**src/rtl/bounce_pkg.sv**
```systemverilog
// Shared types, constants and helpers for the switch bounce generator.
package bounce_pkg;

  typedef enum logic {
    IDLE   = 1'b0,
    BOUNCE = 1'b1
  } state_t;

  // Galois feedback mask for x^16+x^14+x^13+x^11+1.
  localparam logic [15:0] LFSR_MASK    = 16'hB400;
  // A zero seed would lock the LFSR, so it is swapped for this value.
  localparam logic [15:0] DEFAULT_SEED = 16'hACE1;

  // Convert a duration in microseconds to clock cycles at clk_freq Hz.
  function automatic int us_to_cycles(input int clk_freq, input int us);
    return (clk_freq / 1_000_000) * us;
  endfunction

endpackage

```
**src/rtl/lfsr16.sv**
```systemverilog
// 16-bit Galois LFSR that steps only when asked, reset to a non-zero seed.
module lfsr16
  import bounce_pkg::*;
(
  input  logic        clk_i,
  input  logic        rst_i,
  input  logic [15:0] seed_i,
  input  logic        adv_i,
  output logic [15:0] value_o
);

  logic [15:0] value_q;
  logic [15:0] value_d;
  logic [15:0] seed_eff;

  assign seed_eff = (seed_i == 16'd0) ? DEFAULT_SEED : seed_i;

  // Next LFSR value: shift right, fold the feedback mask in when bit 0 falls out.
  always_comb begin
    value_d = value_q;
    if (adv_i) begin
      value_d = value_q[0] ? ((value_q >> 1) ^ LFSR_MASK) : (value_q >> 1);
    end
  end

  // LFSR register; reset reloads the (sanitised) seed.
  always_ff @(posedge clk_i) begin
    if (rst_i) value_q <= seed_eff;
    else       value_q <= value_d;
  end

  assign value_o = value_q;

endmodule

```
**src/rtl/switch_bounce_gen.sv**
```systemverilog
// Emulates a bouncing mechanical switch: random toggles for a fixed window,
// then settles at the requested level and pulses done_o.
module switch_bounce_gen
  import bounce_pkg::*;
#(
  parameter int          ClkFreq      = 100_000_000,
  parameter int          BounceTimeUs = 2000,
  parameter int          MinSegCycles = 16,
  parameter int          SegBits      = 8,
  parameter logic [15:0] LfsrSeed     = 16'hACE1
) (
  input  logic clk_i,
  input  logic rst_i,
  input  logic start_i,
  input  logic target_i,
  output logic sw_o,
  output logic busy_o,
  output logic done_o
);

  localparam int BounceCycles = us_to_cycles(ClkFreq, BounceTimeUs);
  localparam int BcntW        = $clog2(BounceCycles);
  localparam int SegWRaw      = $clog2(MinSegCycles + (1 << SegBits));
  localparam int SegW         = (SegWRaw < 1) ? 1 : SegWRaw;
  localparam logic [15:0] SegMask = 16'((32'd1 << SegBits) - 32'd1);

  state_t           state_q, state_d;
  logic [BcntW-1:0] bcnt_q, bcnt_d;
  logic [SegW-1:0]  seg_q, seg_d;
  logic             sw_q, sw_d;
  logic             target_q, target_d;
  logic             done_q, done_d;
  logic             lfsr_adv;
  logic [15:0]      lfsr_value;
  logic [SegW-1:0]  seg_load;

  lfsr16 u_lfsr (
    .clk_i   (clk_i),
    .rst_i   (rst_i),
    .seed_i  (LfsrSeed),
    .adv_i   (lfsr_adv),
    .value_o (lfsr_value)
  );

  // Length of the next stable interval, minus one (seg counts down to 0).
  assign seg_load = SegW'(32'(MinSegCycles - 1) + {16'd0, lfsr_value & SegMask});

  // Next-state logic: accept in IDLE, count the window and segments in BOUNCE.
  always_comb begin
    state_d  = state_q;
    bcnt_d   = bcnt_q;
    seg_d    = seg_q;
    sw_d     = sw_q;
    target_d = target_q;
    done_d   = 1'b0;
    lfsr_adv = 1'b0;
    case (state_q)
      IDLE: begin
        if (start_i) begin
          target_d = target_i;
          bcnt_d   = BcntW'(BounceCycles - 1);
          seg_d    = seg_load;
          lfsr_adv = 1'b1;
          sw_d     = ~sw_q;
          state_d  = BOUNCE;
        end
      end
      BOUNCE: begin
        if (bcnt_q != '0) begin
          bcnt_d = bcnt_q - BcntW'(1);
          if (seg_q == '0) begin
            sw_d     = ~sw_q;
            seg_d    = seg_load;
            lfsr_adv = 1'b1;
          end else begin
            seg_d = seg_q - SegW'(1);
          end
        end else begin
          // Window over: settle at the latched level even if unchanged.
          sw_d    = target_q;
          done_d  = 1'b1;
          state_d = IDLE;
        end
      end
      default: state_d = IDLE;
    endcase
  end

  // State and counter registers with synchronous reset.
  always_ff @(posedge clk_i) begin
    if (rst_i) begin
      state_q  <= IDLE;
      bcnt_q   <= '0;
      seg_q    <= '0;
      sw_q     <= 1'b0;
      target_q <= 1'b0;
      done_q   <= 1'b0;
    end else begin
      state_q  <= state_d;
      bcnt_q   <= bcnt_d;
      seg_q    <= seg_d;
      sw_q     <= sw_d;
      target_q <= target_d;
      done_q   <= done_d;
    end
  end

  assign sw_o   = sw_q;
  assign busy_o = (state_q == BOUNCE);
  assign done_o = done_q;

endmodule

```
**config.mk**
```make
export PLATFORM = sky130hd
export DESIGN_NAME = switch_bounce_gen
export DESIGN_NICKNAME = d
export VERILOG_FILES = /design/src/rtl/bounce_pkg.sv /design/src/rtl/lfsr16.sv /design/src/rtl/switch_bounce_gen.sv
export SDC_FILE = /design/constraint.sdc
export NUM_CORES = 1
export LEC_CHECK = 0
export ABC_AREA = 1
export CAP_MARGIN = 10
export CORE_UTILIZATION = 50
export DETAILED_ROUTE_END_ITERATION = 8
export PLACE_DENSITY = 0.67
export SKIP_LAST_GASP = 1
export SLEW_MARGIN = 20
export SYNTH_ARGS = -nofsm -noshare
export SYNTH_HDL_FRONTEND = slang
export SYNTH_SLANG_ARGS = --single-unit
```
**constraint.sdc**
```tcl
create_clock -name clk_i -period 4.3 [get_ports clk_i]
set_input_delay 0.43 -clock clk_i [delete_from_list [all_inputs] [get_ports clk_i]]
set_output_delay 0.43 -clock clk_i [all_outputs]
set_load 0.01 [all_outputs]
```
Word level (Yosys, flattened, before mapping)
Index checks and enable logic that the tools add are counted.

Bits in registers: 47. Output and inout port bits: 3.

Add/subtract/negate cells: 3. Equal/unequal tests: 3. Multiplexer cells: 19. Bitwise logic cells: 3. Reduce and logical (&&, ||, !) cells: 6.

Operators with widths (count): $mux W18 (2); $pmux W18 S2 (1); $mux W9 (3); $pmux W9 S2 (1); $reduce_bool A18 Y1 (1); $sub A18 B1 Y18 const B (1); $mux W16 (1); $add A4 B8 Y9 const A (1); $logic_not A9 Y1 (1); $sub A9 B1 Y9 const B (1); $mux W1 (8); $pmux W1 S2 (3); $reduce_and A2 Y1 (3); $not A3 Y4 (1); $ne A3 B2 Y1 const B (1); $ne A2 B1 Y1 const B (1); $ne A2 B2 Y1 const B (1); $not A1 Y1 (2); $reduce_or A2 Y1 (1).

Longest topological paths before layout
Depth after elaboration: 4. Depth in mapped cells: 11. Gate-level depth less buffers: 11.

Modules after synthesis
Synthesis repeated with hierarchy kept, for this count alone.

Cell total of the unflattened synthesis: 404. Area, all modules: 2826.5 µm².

Modules (own cells, without submodules): switch_bounce_gen (instances 1, cells an instance 318, area each 2026.9 µm²); lfsr16 (instances 1, cells an instance 86, area each 799.5 µm²).

Worst setup path after synthesis
No wires, ideal clock.

Path type: flip-flop to flip-flop. From: reg bcnt_q[0]. To: reg sw_q (netlist: sw_o). Data arrival time: 1.419 ns. Data required time: 4.186 ns. Path slack: 2.767 ns. Cell stages (with the launch flop): 11. Path buffers: 1. Clock period less this slack: 1.533 ns. Cells stage by stage: dfxtp_1 inv_1 ha_1 nand2_4 nor2_8 nand3_4 nand3_4 nand2_4 buf_6 a21oi_1 nor2_1.

Cells in the longest elaborated chain, start to end: 3. Elaborated cells on any way between the ends: 5.

Ends and longest elaborated chain: from (decl) (RTL line switch_bounce_gen.sv:28) `logic [BcntW-1:0] bcnt_q, bcnt_d;`; from (signal assigned) (RTL line switch_bounce_gen.sv:100) `bcnt_q <= bcnt_d;`; $reduce_bool A18 Y1 * (RTL line switch_bounce_gen.sv:69) `if (bcnt_q != '0) begin`; $mux W1 / $ne A3 B2 Y1 (equally long branches); $pmux W1 S2 / $reduce_and A2 Y1 (equally long branches); to (signal assigned) (RTL line switch_bounce_gen.sv:102) `sw_q <= sw_d;`; to (decl) (RTL line switch_bounce_gen.sv:30) `logic sw_q, sw_d;`.

Every way passes the cells marked *; elsewhere a longest branch is shown, timed or not. A chain may end at the register's enable or synchronous reset.

Worst setup path in the final report
From: reg state_q (netlist: busy_o). To: reg seg_q[3].

Cells in the longest elaborated chain, start to end: 3. Elaborated cells on any way between the ends: 5.

Ends and longest elaborated chain: from (decl) (RTL line switch_bounce_gen.sv:27) `state_t state_q, state_d;`; from (signal assigned) (RTL line switch_bounce_gen.sv:99) `state_q <= state_d;`; $not A1 Y1; $ne A2 B2 Y1 (no line); $reduce_and A2 Y1 (no line); to (signal assigned) (RTL line switch_bounce_gen.sv:101) `seg_q <= seg_d;`; to (decl) (RTL line switch_bounce_gen.sv:29) `logic [SegW-1:0] seg_q, seg_d;`.

Parallel ways exist; a longest one is shown, timed or not.

==> results by group <==
Synthesis
  • Synth unique cells: 29
  • Synth top area share: 34.6%
  • Top cells by area, synth: dfxtp_1 (35%), nand2_1 (17%), nor2_1 (7.3%)
  • Synth Cell Area: about 0.0027 mm^2
  • Syn Area/Cell: 6.69 um^2
  • Yosys reg bits: 47
  • Cells after synthesis: 406
  • Seq/Total Area, Yosys: 34.6%
  • Synth area leader: dfxtp_1
  • Yosys warns: 0
  • Syn_nets: 413

Run status
  • Status: finished, final reports clean

Final layout
  • Most common cell after layout, fill and taps aside: nand2_1
  • Fillers: around 500
  • Layout Utilization: a little under three fifths
  • Final nets: between 400 and 500
  • Area grow syn2layout: 6.31%
  • Layout cells sized above 1: 8.85%
  • Final std cells w/o fill: around 480
  • Most frequent cells in the layout: nand2_1 (125), nor2_1 (53), dfxtp_1 (47)
  • Inserted Diodes: 0

GRT
  • Vias in the first global route: 1998
  • First-pass GRT wire length: 9070 um
  • GRT Overall Usage: between 20% and 30%
  • Total grt overflow: 0
  • Initial antenna violation count: 0
  • Largest net degree at the start of global routing: 25

STA
  • Fin. Hold Viols: 0
  • Worst Tran Pin Value: 0.746 ns
  • RSZ-0062 raised after global routing: no
  • Max-slew headroom at the worst pin: between 50% and 60%
  • Peak Freq: around 0.44 GHz
  • Final min period: around 2.3 ns
  • Max Slew Vio Count: 0
  • Setup TNS Final: 0 ns
  • # setup viols final: 0
  • Clock Skew: 0.00486 ns
  • Period utilisation layout: between 50 and 60%
  • Hold Slack: 0.463 ns

Worst setup path
  • R2r endpoint: seg_q[3]
  • Data arrival time at the worst-slack endpoint: approximately 2.5 ns
  • Reg-to-reg startpoint: busy_o
  • CP Class: flip-flop to flip-flop
  • Worst Reg-to-Reg Cells: 5
  • R2R setup slack: 2.01 ns
  • Critical path capture point type: flip-flop
  • WP data required: 4.50 ns
  • Critical path origin: busy_o
  • Worst-path fanout max: 20
  • Crit start category: flip-flop

Clock network
  • H-tree depth: 2
  • Clock Latency Late Sink: approximately 0.30 ns
  • # resized after CTS: 0
  • CTS tree: done
  • Root Buffer: clkbuf_8
  • CTS sink cnt: 47
  • CTS max path bufs: 2
  • Postcts setup bufs: 0
  • Post-CTS Hold Buffers: 0
  • Cts bufs inserted: 5
  • Clock transition at path regs: around 0.090 ns

Floorplan
  • Rows: 26
  • Core footprint: 0.00517 mm^2
  • Die area: 0.00573 mm^2
  • Die W: 75.7 um
  • Initial core utilization: 52.5%
  • Chip height: 75.7 um
  • I/O Pins: 7

Power and ir drop
  • Sw frac: 36.2%
  • Maximum vdd ir drop: 0.289 mV
  • Leak: approximately 1.3 nW
  • Psw: between 0.4 and 0.5 mW
  • Reg power frac: between 40% and 50%
  • Comb pwr share: between 30% and 40%
  • Clock share of power: 26.5%
  • Pwr Density: 440 mW/mm^2
  • Int Pwr: 0.810 mW
  • Pwr Total: 1.27 mW

Worst hold path
  • WHS Path Cells: 2
  • Worst Hold Class: flip-flop to flip-flop
  • Hold Path Sink: target_q
  • Worst hold start: target_q

Place
  • Final GP Congestion: 0.851
  • IO Port Bufs: 6
  • Dpl cells: 469
  • Dpl hpwl: slightly below 4000 um

Drt
  • Final WL: 5560 um
  • DRT Pass-1 Iters: 4
  • DR WL/cell: 11.6 um
  • Drt drc: 0
  • Final ANT Viol Nets: 0
  • Detailed Route Iter0 Violations: approximately 150
  • Vias per cell: 5.01
  • Via count: between 2000 and 2500

Job
  • Number of max-cap violations: 0
[state kept, by name (all words and copies together), names as in the netlist]
register / cells
done_o: 1
sw_o: 1
seg_q: 9
target_q: 1
u_lfsr.value_o: 16
busy_o: 1
bcnt_q: 18
[synth_stat cells (all sizes together)]
master / n
inv: 35
or2: 5
o31ai: 1
buf: 11
nor3: 3
o21ai: 16
nand3b: 6
nand3: 40
nand2: 131
xor2: 11
a21oi: 22
dfxtp: 47
nand4: 4
clkbuf: 3
nor2: 64
xnor2: 4
ha: 3
[layer usage]
layer  global-route usage (%)  vias to the layer above  part of all wire (%)  routed length [um]
li1                         -                     1281                     -                   -
met1                     29.4                     1070                    53                2940
met2                     32.4                       28                    42                2340
met3                     4.76                       10                   3.0                 166
met4                     7.00                        0                   1.9                 106
met5                        0                        -                     0                   0
[per-stage QoR]
stage | instance area [um^2] | setup WS (ns)
2_1_floorplan | 2720 | 2.77
3_3_place_gp | 2770 | 1.93
3_5_place_dp | 2770 | 1.89
4_1_cts | 2890 | 1.96
5_1_grt | 2890 | 1.75
6_report | 2890 | 2.01
[layout make-up]
type / instances / area [um^2] / area share (%)
Clock buffer: 5 / 68.8 / 2.38
Clock inverter: 3 / 47.5 / 1.65
Inverter: 35 / 134 / 4.64
Multi-Input combinational cell: 310 / 1540 / 53.4
Sequential cell: 47 / 941 / 32.6
Tap cell: 70 / 87.6 / 3.03
Timing Repair Buffer: 7 / 67.6 / 2.34
[worst max path at each step]
stage / cells past startpoint / to / slack, ns
detailed placement: 7 / seg_q[3] / 1.89
global placement: 7 / seg_q[3] / 1.93
CTS: 5 / seg_q[3] / 1.96
global route: 5 / seg_q[3] / 1.75
floorplan: 10 / sw_o / 2.77
finish: 5 / seg_q[3] / 2.01
[logic make-up (layout without fill, tap and decap cells)]
group / Yosys count / in the layout / synth area share, %
compound gates: 39 / 39 / 7.28
xor+xnor: 15 / 15 / 4.84
fa+ha+maj: 3 / 3 / 1.38
buf+inv: 49 / 50 / 8.61
flops: 47 / 47 / 34.6
simple gates: 253 / 253 / 43.3
[critical path: stages (launching register included)]
cell and delay [ns]:
dfxtp_1 0.78, nor2_1 0.15, inv_1 0.31, nand2_1 0.53, nand2_1 0.31, o21ai_1 0.10
[power by group through the flow]
stage | Sequential, mW | Clock, mW | Combinational [mW]
3_3_place_gp | 0.554 | 0 | 0.383
6_report | 0.545 | 0.336 | 0.388
5_1_grt | 0.552 | 0.367 | 0.447
3_5_place_dp | 0.555 | 0 | 0.388
4_1_cts | 0.545 | 0.347 | 0.390
2_1_floorplan | 0.538 | 0 | 0.337
No activity file was read; power rests on OpenSTA's default activity.
